===== config.mk =====
export PLATFORM = sky130hd
export DESIGN_NAME = ctrl_unit_pipe
export DESIGN_NICKNAME = d
export VERILOG_FILES = /design/src/rtl/ctrl_pkg.sv /design/src/rtl/ctrl_unit_pipe_cond_check.sv /design/src/rtl/ctrl_unit_pipe.sv
export SDC_FILE = /design/constraint.sdc
export NUM_CORES = 1
export LEC_CHECK = 0
export ABC_AREA = 1
export BUFFER_PORTS_ARGS = -buffer_cell sky130_fd_sc_hd__buf_2
export CAP_MARGIN = 20
export CORE_AREA = 2 2 49 73
export DETAILED_ROUTE_END_ITERATION = 8
export DIE_AREA = 0 0 51 75
export SLEW_MARGIN = 20
export SYNTH_ARGS = -nofsm -noshare
export SYNTH_HDL_FRONTEND = slang
export SYNTH_SLANG_ARGS = --single-unit

===== constraint.sdc =====
create_clock -name clk -period 1.25 [get_ports clk]
set_clock_uncertainty 0.05 [all_clocks]
set_input_delay 0.125 -clock clk [delete_from_list [all_inputs] [get_ports clk]]
set_output_delay 0.125 -clock clk [all_outputs]
set_load 0.02 [all_outputs]

===== src/rtl/ctrl_pkg.sv =====
// Shared encodings for the control-unit pipeline: modes, opcodes, condition codes,
// ALU commands and the per-stage control bundle.
package ctrl_pkg;

  typedef enum logic [1:0] {
    MODE_ALU = 2'b00,
    MODE_MEM = 2'b01,
    MODE_BR  = 2'b10,
    MODE_ILL = 2'b11
  } mode_e;

  typedef enum logic [3:0] {
    OP_AND = 4'b0000,
    OP_EOR = 4'b0001,
    OP_SUB = 4'b0010,
    OP_RSB = 4'b0011,
    OP_ADD = 4'b0100,
    OP_ADC = 4'b0101,
    OP_SBC = 4'b0110,
    OP_RSC = 4'b0111,
    OP_TST = 4'b1000,
    OP_TEQ = 4'b1001,
    OP_CMP = 4'b1010,
    OP_CMN = 4'b1011,
    OP_ORR = 4'b1100,
    OP_MOV = 4'b1101,
    OP_BIC = 4'b1110,
    OP_MVN = 4'b1111
  } opcode_e;

  typedef enum logic [3:0] {
    CC_EQ = 4'b0000,
    CC_NE = 4'b0001,
    CC_CS = 4'b0010,
    CC_CC = 4'b0011,
    CC_MI = 4'b0100,
    CC_PL = 4'b0101,
    CC_VS = 4'b0110,
    CC_VC = 4'b0111,
    CC_HI = 4'b1000,
    CC_LS = 4'b1001,
    CC_GE = 4'b1010,
    CC_LT = 4'b1011,
    CC_GT = 4'b1100,
    CC_LE = 4'b1101,
    CC_AL = 4'b1110,
    CC_NV = 4'b1111
  } cond_e;

  typedef enum logic [3:0] {
    ALU_NOP = 4'd0,
    ALU_MOV = 4'd1,
    ALU_ADD = 4'd2,
    ALU_ADC = 4'd3,
    ALU_SUB = 4'd4,
    ALU_SBC = 4'd5,
    ALU_AND = 4'd6,
    ALU_ORR = 4'd7,
    ALU_EOR = 4'd8,
    ALU_MVN = 4'd9
  } alu_cmd_e;

  typedef struct packed {
    logic       valid;
    logic [3:0] alu_cmd;
    logic       wb_en;
    logic       mem_r_en;
    logic       mem_w_en;
    logic       s_out;
    logic       b;
    logic       no_src;
    logic       illegal;
    logic       cond_pass;
  } ctrl_t;

endpackage


===== src/rtl/ctrl_unit_pipe_cond_check.sv =====
// ARM condition-code evaluation against a {N,Z,C,V} flag set.
module cond_check
  import ctrl_pkg::*;
(
  input  logic [3:0] cond,
  input  logic [3:0] nzcv,
  output logic       pass
);

  logic n, z, c, v;

  always_comb begin
    {n, z, c, v} = nzcv;
    pass = 1'b0;
    case (cond)
      CC_EQ: pass = z;
      CC_NE: pass = !z;
      CC_CS: pass = c;
      CC_CC: pass = !c;
      CC_MI: pass = n;
      CC_PL: pass = !n;
      CC_VS: pass = v;
      CC_VC: pass = !v;
      CC_HI: pass = c && !z;
      CC_LS: pass = !c || z;
      CC_GE: pass = (n == v);
      CC_LT: pass = (n != v);
      CC_GT: pass = !z && (n == v);
      CC_LE: pass = z || (n != v);
      default: pass = 1'b1;  // AL and 1111 both execute unconditionally
    endcase
  end

endmodule


===== src/rtl/ctrl_unit_pipe.sv =====
// Instruction decode / control unit with condition gating, status register and a
// STAGES-deep output pipeline supporting stall and flush.
module ctrl_unit_pipe
  import ctrl_pkg::*;
#(
  parameter int unsigned CMD_W     = 4,
  parameter int unsigned STAGES    = 1,
  parameter bit          SR_BYPASS = 1'b1
) (
  input  logic             clk,
  input  logic             rst_n,
  input  logic             in_valid,
  input  logic [3:0]       op_code,
  input  logic [1:0]       mode,
  input  logic             s_in,
  input  logic [3:0]       cond,
  input  logic             stall,
  input  logic             flush,
  input  logic             sr_wr_en,
  input  logic [3:0]       sr_in,
  output logic             out_valid,
  output logic [CMD_W-1:0] alu_cmd,
  output logic             wb_en,
  output logic             mem_r_en,
  output logic             mem_w_en,
  output logic             s_out,
  output logic             b,
  output logic             no_src,
  output logic             illegal,
  output logic             cond_pass,
  output logic [3:0]       sr_q
);

  localparam int unsigned LAST = STAGES - 1;

  logic [3:0] nzcv_d;
  logic       pass;
  ctrl_t      dec_d;
  ctrl_t      stage_q [STAGES];

  assign nzcv_d = (SR_BYPASS && sr_wr_en) ? sr_in : sr_q;

  cond_check u_cond_check (
    .cond (cond),
    .nzcv (nzcv_d),
    .pass (pass)
  );

  always_comb begin
    dec_d           = '0;
    dec_d.valid     = 1'b1;
    dec_d.cond_pass = pass;
    case (mode)
      MODE_ALU: begin
        dec_d.wb_en = 1'b1;
        dec_d.s_out = s_in;
        case (op_code)
          OP_MOV: begin dec_d.alu_cmd = ALU_MOV; dec_d.no_src = 1'b1; end
          OP_MVN: begin dec_d.alu_cmd = ALU_MVN; dec_d.no_src = 1'b1; end
          OP_ADD: dec_d.alu_cmd = ALU_ADD;
          OP_ADC: dec_d.alu_cmd = ALU_ADC;
          OP_SUB: dec_d.alu_cmd = ALU_SUB;
          OP_SBC: dec_d.alu_cmd = ALU_SBC;
          OP_AND: dec_d.alu_cmd = ALU_AND;
          OP_ORR: dec_d.alu_cmd = ALU_ORR;
          OP_EOR: dec_d.alu_cmd = ALU_EOR;
          OP_CMP: begin dec_d.alu_cmd = ALU_SUB; dec_d.wb_en = 1'b0; dec_d.s_out = 1'b1; end
          OP_TST: begin dec_d.alu_cmd = ALU_AND; dec_d.wb_en = 1'b0; dec_d.s_out = 1'b1; end
          default: dec_d.illegal = 1'b1;
        endcase
      end
      MODE_MEM: begin
        if (op_code == OP_ADD) begin
          dec_d.alu_cmd  = ALU_ADD;
          dec_d.wb_en    = s_in;
          dec_d.mem_r_en = s_in;
          dec_d.mem_w_en = !s_in;
        end else begin
          dec_d.illegal = 1'b1;
        end
      end
      MODE_BR: begin
        dec_d.b      = 1'b1;
        dec_d.no_src = 1'b1;
      end
      default: dec_d.illegal = 1'b1;
    endcase

    if (dec_d.illegal) begin
      dec_d.alu_cmd  = '0;
      dec_d.wb_en    = 1'b0;
      dec_d.mem_r_en = 1'b0;
      dec_d.mem_w_en = 1'b0;
      dec_d.s_out    = 1'b0;
      dec_d.b        = 1'b0;
      dec_d.no_src   = 1'b0;
    end

    // A failed condition suppresses side effects only; alu_cmd/illegal/no_src travel on
    if (!pass) begin
      dec_d.wb_en    = 1'b0;
      dec_d.mem_r_en = 1'b0;
      dec_d.mem_w_en = 1'b0;
      dec_d.s_out    = 1'b0;
      dec_d.b        = 1'b0;
    end

    if (!in_valid) begin
      dec_d = '0;
    end
  end

  always_ff @(posedge clk or negedge rst_n) begin
    if (!rst_n) begin
      for (int unsigned i = 0; i < STAGES; i++) stage_q[i] <= '0;
    end else if (flush) begin
      for (int unsigned i = 0; i < STAGES; i++) stage_q[i] <= '0;
    end else if (!stall) begin
      stage_q[0] <= dec_d;
      for (int unsigned i = 1; i < STAGES; i++) stage_q[i] <= stage_q[i-1];
    end
  end

  always_ff @(posedge clk or negedge rst_n) begin
    if (!rst_n) begin
      sr_q <= '0;
    end else if (sr_wr_en) begin
      sr_q <= sr_in;
    end
  end

  assign out_valid = stage_q[LAST].valid;
  assign alu_cmd   = CMD_W'(stage_q[LAST].alu_cmd);
  assign wb_en     = stage_q[LAST].wb_en;
  assign mem_r_en  = stage_q[LAST].mem_r_en;
  assign mem_w_en  = stage_q[LAST].mem_w_en;
  assign s_out     = stage_q[LAST].s_out;
  assign b         = stage_q[LAST].b;
  assign no_src    = stage_q[LAST].no_src;
  assign illegal   = stage_q[LAST].illegal;
  assign cond_pass = stage_q[LAST].cond_pass;

endmodule


==> Implementation_results.wiki <==
{| class="wikitable"
! Metric !! Value
|-
| Worst-case headroom to the max-slew limit || 74.5%
|-
| Antenna-violating nets left || 0
|-
| Number of standard-cell rows in the floorplan || 25
|-
| Clock transition at the registers of the reported paths || 0.06 ns
|-
| Class of the most critical setup path || flop to flop
|-
| Area Growth Syn to Fin || 44.4%
|-
| Sequential element share of the synthesized area || 39.9%
|-
| Total power density per cell area || 871 nW/um^2
|-
| Via count || 1,133
|-
| Syn Nets || 179
|-
| Setup crit start kind || flop
|-
| Max clock buf depth || 2
|-
| Highest ir drop seen on vdd || 0.528 mV
|-
| Failing checks || setup timing
|-
| Endpoint arrival time on the critical path || 1.46 ns
|-
| Horizontal extent of the die || 51 microns
|-
| Status || finished with violations
|-
| Endpoints failing setup || 6
|-
| Vertical extent of the die || 75 microns
|-
| Num Clock Sinks || 17
|-
| Worst-path maximum fanout || 6
|-
| Initial Utilization || 33.7%
|-
| Hold crit path type || primary input to flop
|-
| Die Area || 3830 sq um
|-
| Global-route wire length before repair || 4.53 mm
|-
| Final estimated routing congestion in global placement || 0.769
|-
| Source-to-sink clock delay at the later pin of the worst-skew pair || 0.25 ns
|-
| Diode insertion count for antenna repair || 0
|-
| Crit path required time || 1.34 ns
|-
| Final number of max-transition violations || 0
|-
| Global-route total usage across every layer || 16.0%
|-
| Pin count of the biggest net entering global routing || 18
|-
| Filler cell count in the final layout || 344
|-
| CTS Root Buffer Type || sky130_fd_sc_hd__clkbuf_8
|-
| Setup repair bufs after CTS || 0
|-
| Syn Area/Cell || 6.75 sq um
|-
| Total routed wirelength || 2.63 mm
|-
| Fraction of layout instances using a drive strength above 1 || 42.1%
|-
| Pleak || 0.901 nW
|-
| Count of synthesis-stage warnings from yosys || 0
|-
| Number of synthesized register bits || 17
|-
| Fin worst setup slack || -0.122 ns
|-
| Post-layout net count || 238
|-
| Endpoint class of the critical path || flop
|-
| Initial antenna violation count || 0
|-
| Final Critical Period || 1.37 ns
|-
| Slew @ Worst Pin || 0.382 ns
|-
| Core Util, Final || 48.7%
|-
| TritonCTS clock tree || built
|-
| Final count of hold timing violations || 0
|-
| First-pass detailed-route iteration total || 4
|-
| Count of unique library cells instantiated by Yosys || 21
|-
| DR iter-0 viols || 11
|-
| Grt ovf || 0
|-
| MaxCap Viol Count || 0
|-
| Number of ports placed on the die boundary || 38
|-
| Area of the core region || 3160 sq um
|-
| Vias in the first global route || 1,129
|-
| Highest clock frequency the design can meet || 729 MHz
|-
| Cts bufs inserted || 3
|-
| Count of buffers inserted at the top-level ports || 37
|-
| Number of DRC violations after detailed routing || 0
|-
| CTS HTree Levels || 1
|-
| Post-route fraction of the period consumed by the critical path || 110%
|-
| Gate count of the mapped netlist || 158
|-
| Post-DP HPWL || 2.19 mm
|-
| RSZ-0062 raised after global routing || true
|-
| Dpl ws || -0.149 ns
|-
| Wire length per cell after detailed routing || 10.3 microns
|-
| Post-synthesis instance area || 1070 sq um
|-
| Post-DR vias/cell || 4.43
|}
## kinds of logic (layout without fill, tap and decap cells)
logic type                count (synthesis)  after routing  synth area share [%]
AOI/OAI and AO/OA                        13             13                  7.28
xor gates and xnor gates                  1              1                 0.822
buffers and inverters                    25             83                  8.80
DFF                                      17             17                  39.9
and+or+nand+nor                         102            102                  43.2
## per-stage QoR
step	total power [mW]	instance area (sq um)	instances	setup TNS (ns)	hold WS (ns)
6_report	1.34	1540	256	-0.676	0.114
4_1_cts	1.35	1510	256	-0.560	0.124
3_5_place_dp	0.933	1440	251	-0.793	0.0347
3_3_place_gp	0.931	1440	251	-0.613	0.0210
2_1_floorplan	0.772	1080	158	-0.360	-0.221
5_1_grt	1.43	1540	256	-1.27	0.142
## where the power goes
group	internal (mW)	switching, mW	total (mW)
registers	0.572	0.0123	0.584
logic	0.149	0.209	0.358
clock network	0.226	0.173	0.399
## timing repair
item                       CTS  global route
gates resized for setup      6             8
hold endpoints to repair    17             0
setup endpoints to repair    6             6
hold buffers                 1             0
pin swaps                    1             2
## worst max-delay path, stage by stage (launching register included)
cell and delay (ns):
sky130_fd_sc_hd__dfrtp_2 0.42, sky130_fd_sc_hd__nand2_2 0.08, sky130_fd_sc_hd__nand3_2 0.06, sky130_fd_sc_hd__nand2_2 0.07, sky130_fd_sc_hd__nand2_2 0.06, sky130_fd_sc_hd__a21oi_2 0.12
sky130_fd_sc_hd__nor2_1 0.06, sky130_fd_sc_hd__nor2_2 0.12, sky130_fd_sc_hd__nand2_4 0.09, sky130_fd_sc_hd__nand3_1 0.07, sky130_fd_sc_hd__nand2_1 0.05
## path summary, 6_finish.rpt
| path | to | slack, ns | startpoint | cells past startpoint |
|---|---|---|---|---|
| hold reg to reg | wb_en | 0.43 | wb_en | 2 |
| setup / recovery | s_out | -0.12 | sr_q[0] | 10 |
| setup reg to reg | s_out | -0.12 | sr_q[0] | 10 |
| min in group asynchronous | no_src | 0.27 | rst_n | 2 |
| max in group asynchronous | sr_q[3] | 0.58 | rst_n | 2 |
| hold / removal | mem_w_en | 0.11 | s_in | 4 |
## cell usage in the layout, fill, tap and decap left out
master                          Yosys  layout
sky130_fd_sc_hd__nor2_2             1       1
sky130_fd_sc_hd__nand3_1           18      12
sky130_fd_sc_hd__a21boi_0           1       1
sky130_fd_sc_hd__nand2_4            0       1
sky130_fd_sc_hd__nand2_1           54      48
sky130_fd_sc_hd__and2_4             1       1
sky130_fd_sc_hd__inv_2              2       3
sky130_fd_sc_hd__o211ai_1           1       1
sky130_fd_sc_hd__inv_1             22      21
sky130_fd_sc_hd__o21ai_1            1       1
sky130_fd_sc_hd__dfrtp_1           17      13
sky130_fd_sc_hd__a32o_1             1       1
sky130_fd_sc_hd__buf_2              0      37
sky130_fd_sc_hd__nand2_2            8      13
sky130_fd_sc_hd__clkbuf_1           1       1
sky130_fd_sc_hd__nor2_1            16      16
sky130_fd_sc_hd__a21oi_2            0       1
sky130_fd_sc_hd__nor3_4             1       1
sky130_fd_sc_hd__dlygate4sd3_1      0       1
sky130_fd_sc_hd__xor2_1             1       1
sky130_fd_sc_hd__buf_4              0      17
sky130_fd_sc_hd__a31oi_1            2       2
sky130_fd_sc_hd__o21ai_0            4       4
sky130_fd_sc_hd__a21oi_1            3       2
sky130_fd_sc_hd__clkbuf_8           0       3
sky130_fd_sc_hd__dfrtp_2            0       4
sky130_fd_sc_hd__or2_2              1       1
sky130_fd_sc_hd__nand3_2            2       8
## per-layer routing
layer / wire length (microns) / track usage (%)
met5: 0 / 0
met3: 151 / 2.98
met2: 1340 / 30.4
met4: 68 / 9.01
met1: 1070 / 16.1
## layout make-up
class                      count  area, sq um  share of cell area (%)
sequential                    17          430                    28.0
tap                           40         50.0                    3.25
inverter                      24         90.1                    5.85
timing repair buffer          55          323                    21.0
multi-input combinational    116          601                    39.0
clock buffer                   4         45.0                    2.93
## cell usage after synthesis
| master | number | area share (%) |
|---|---|---|
| sky130_fd_sc_hd__a21boi_0 | 1 | 0.70 |
| sky130_fd_sc_hd__inv_2 | 2 | 0.70 |
| sky130_fd_sc_hd__and2_4 | 1 | 0.82 |
| sky130_fd_sc_hd__nand3_1 | 18 | 8.5 |
| sky130_fd_sc_hd__nand2_2 | 8 | 4.7 |
| sky130_fd_sc_hd__nand2_1 | 54 | 19 |
| sky130_fd_sc_hd__a32o_1 | 1 | 0.94 |
| sky130_fd_sc_hd__clkbuf_1 | 1 | 0.35 |
| sky130_fd_sc_hd__nor3_4 | 1 | 1.5 |
| sky130_fd_sc_hd__a31oi_1 | 2 | 1.2 |
| sky130_fd_sc_hd__o21ai_1 | 1 | 0.47 |
| sky130_fd_sc_hd__nand3_2 | 2 | 1.9 |
| sky130_fd_sc_hd__o211ai_1 | 1 | 0.70 |
| sky130_fd_sc_hd__o21ai_0 | 4 | 1.9 |
| sky130_fd_sc_hd__nor2_1 | 16 | 5.6 |
| sky130_fd_sc_hd__inv_1 | 22 | 7.7 |
| sky130_fd_sc_hd__xor2_1 | 1 | 0.82 |
| sky130_fd_sc_hd__or2_2 | 1 | 0.59 |
| sky130_fd_sc_hd__nor2_2 | 1 | 0.59 |
| sky130_fd_sc_hd__dfrtp_1 | 17 | 40 |
| sky130_fd_sc_hd__a21oi_1 | 3 | 1.4 |
(Power assumes the default switching activity.)
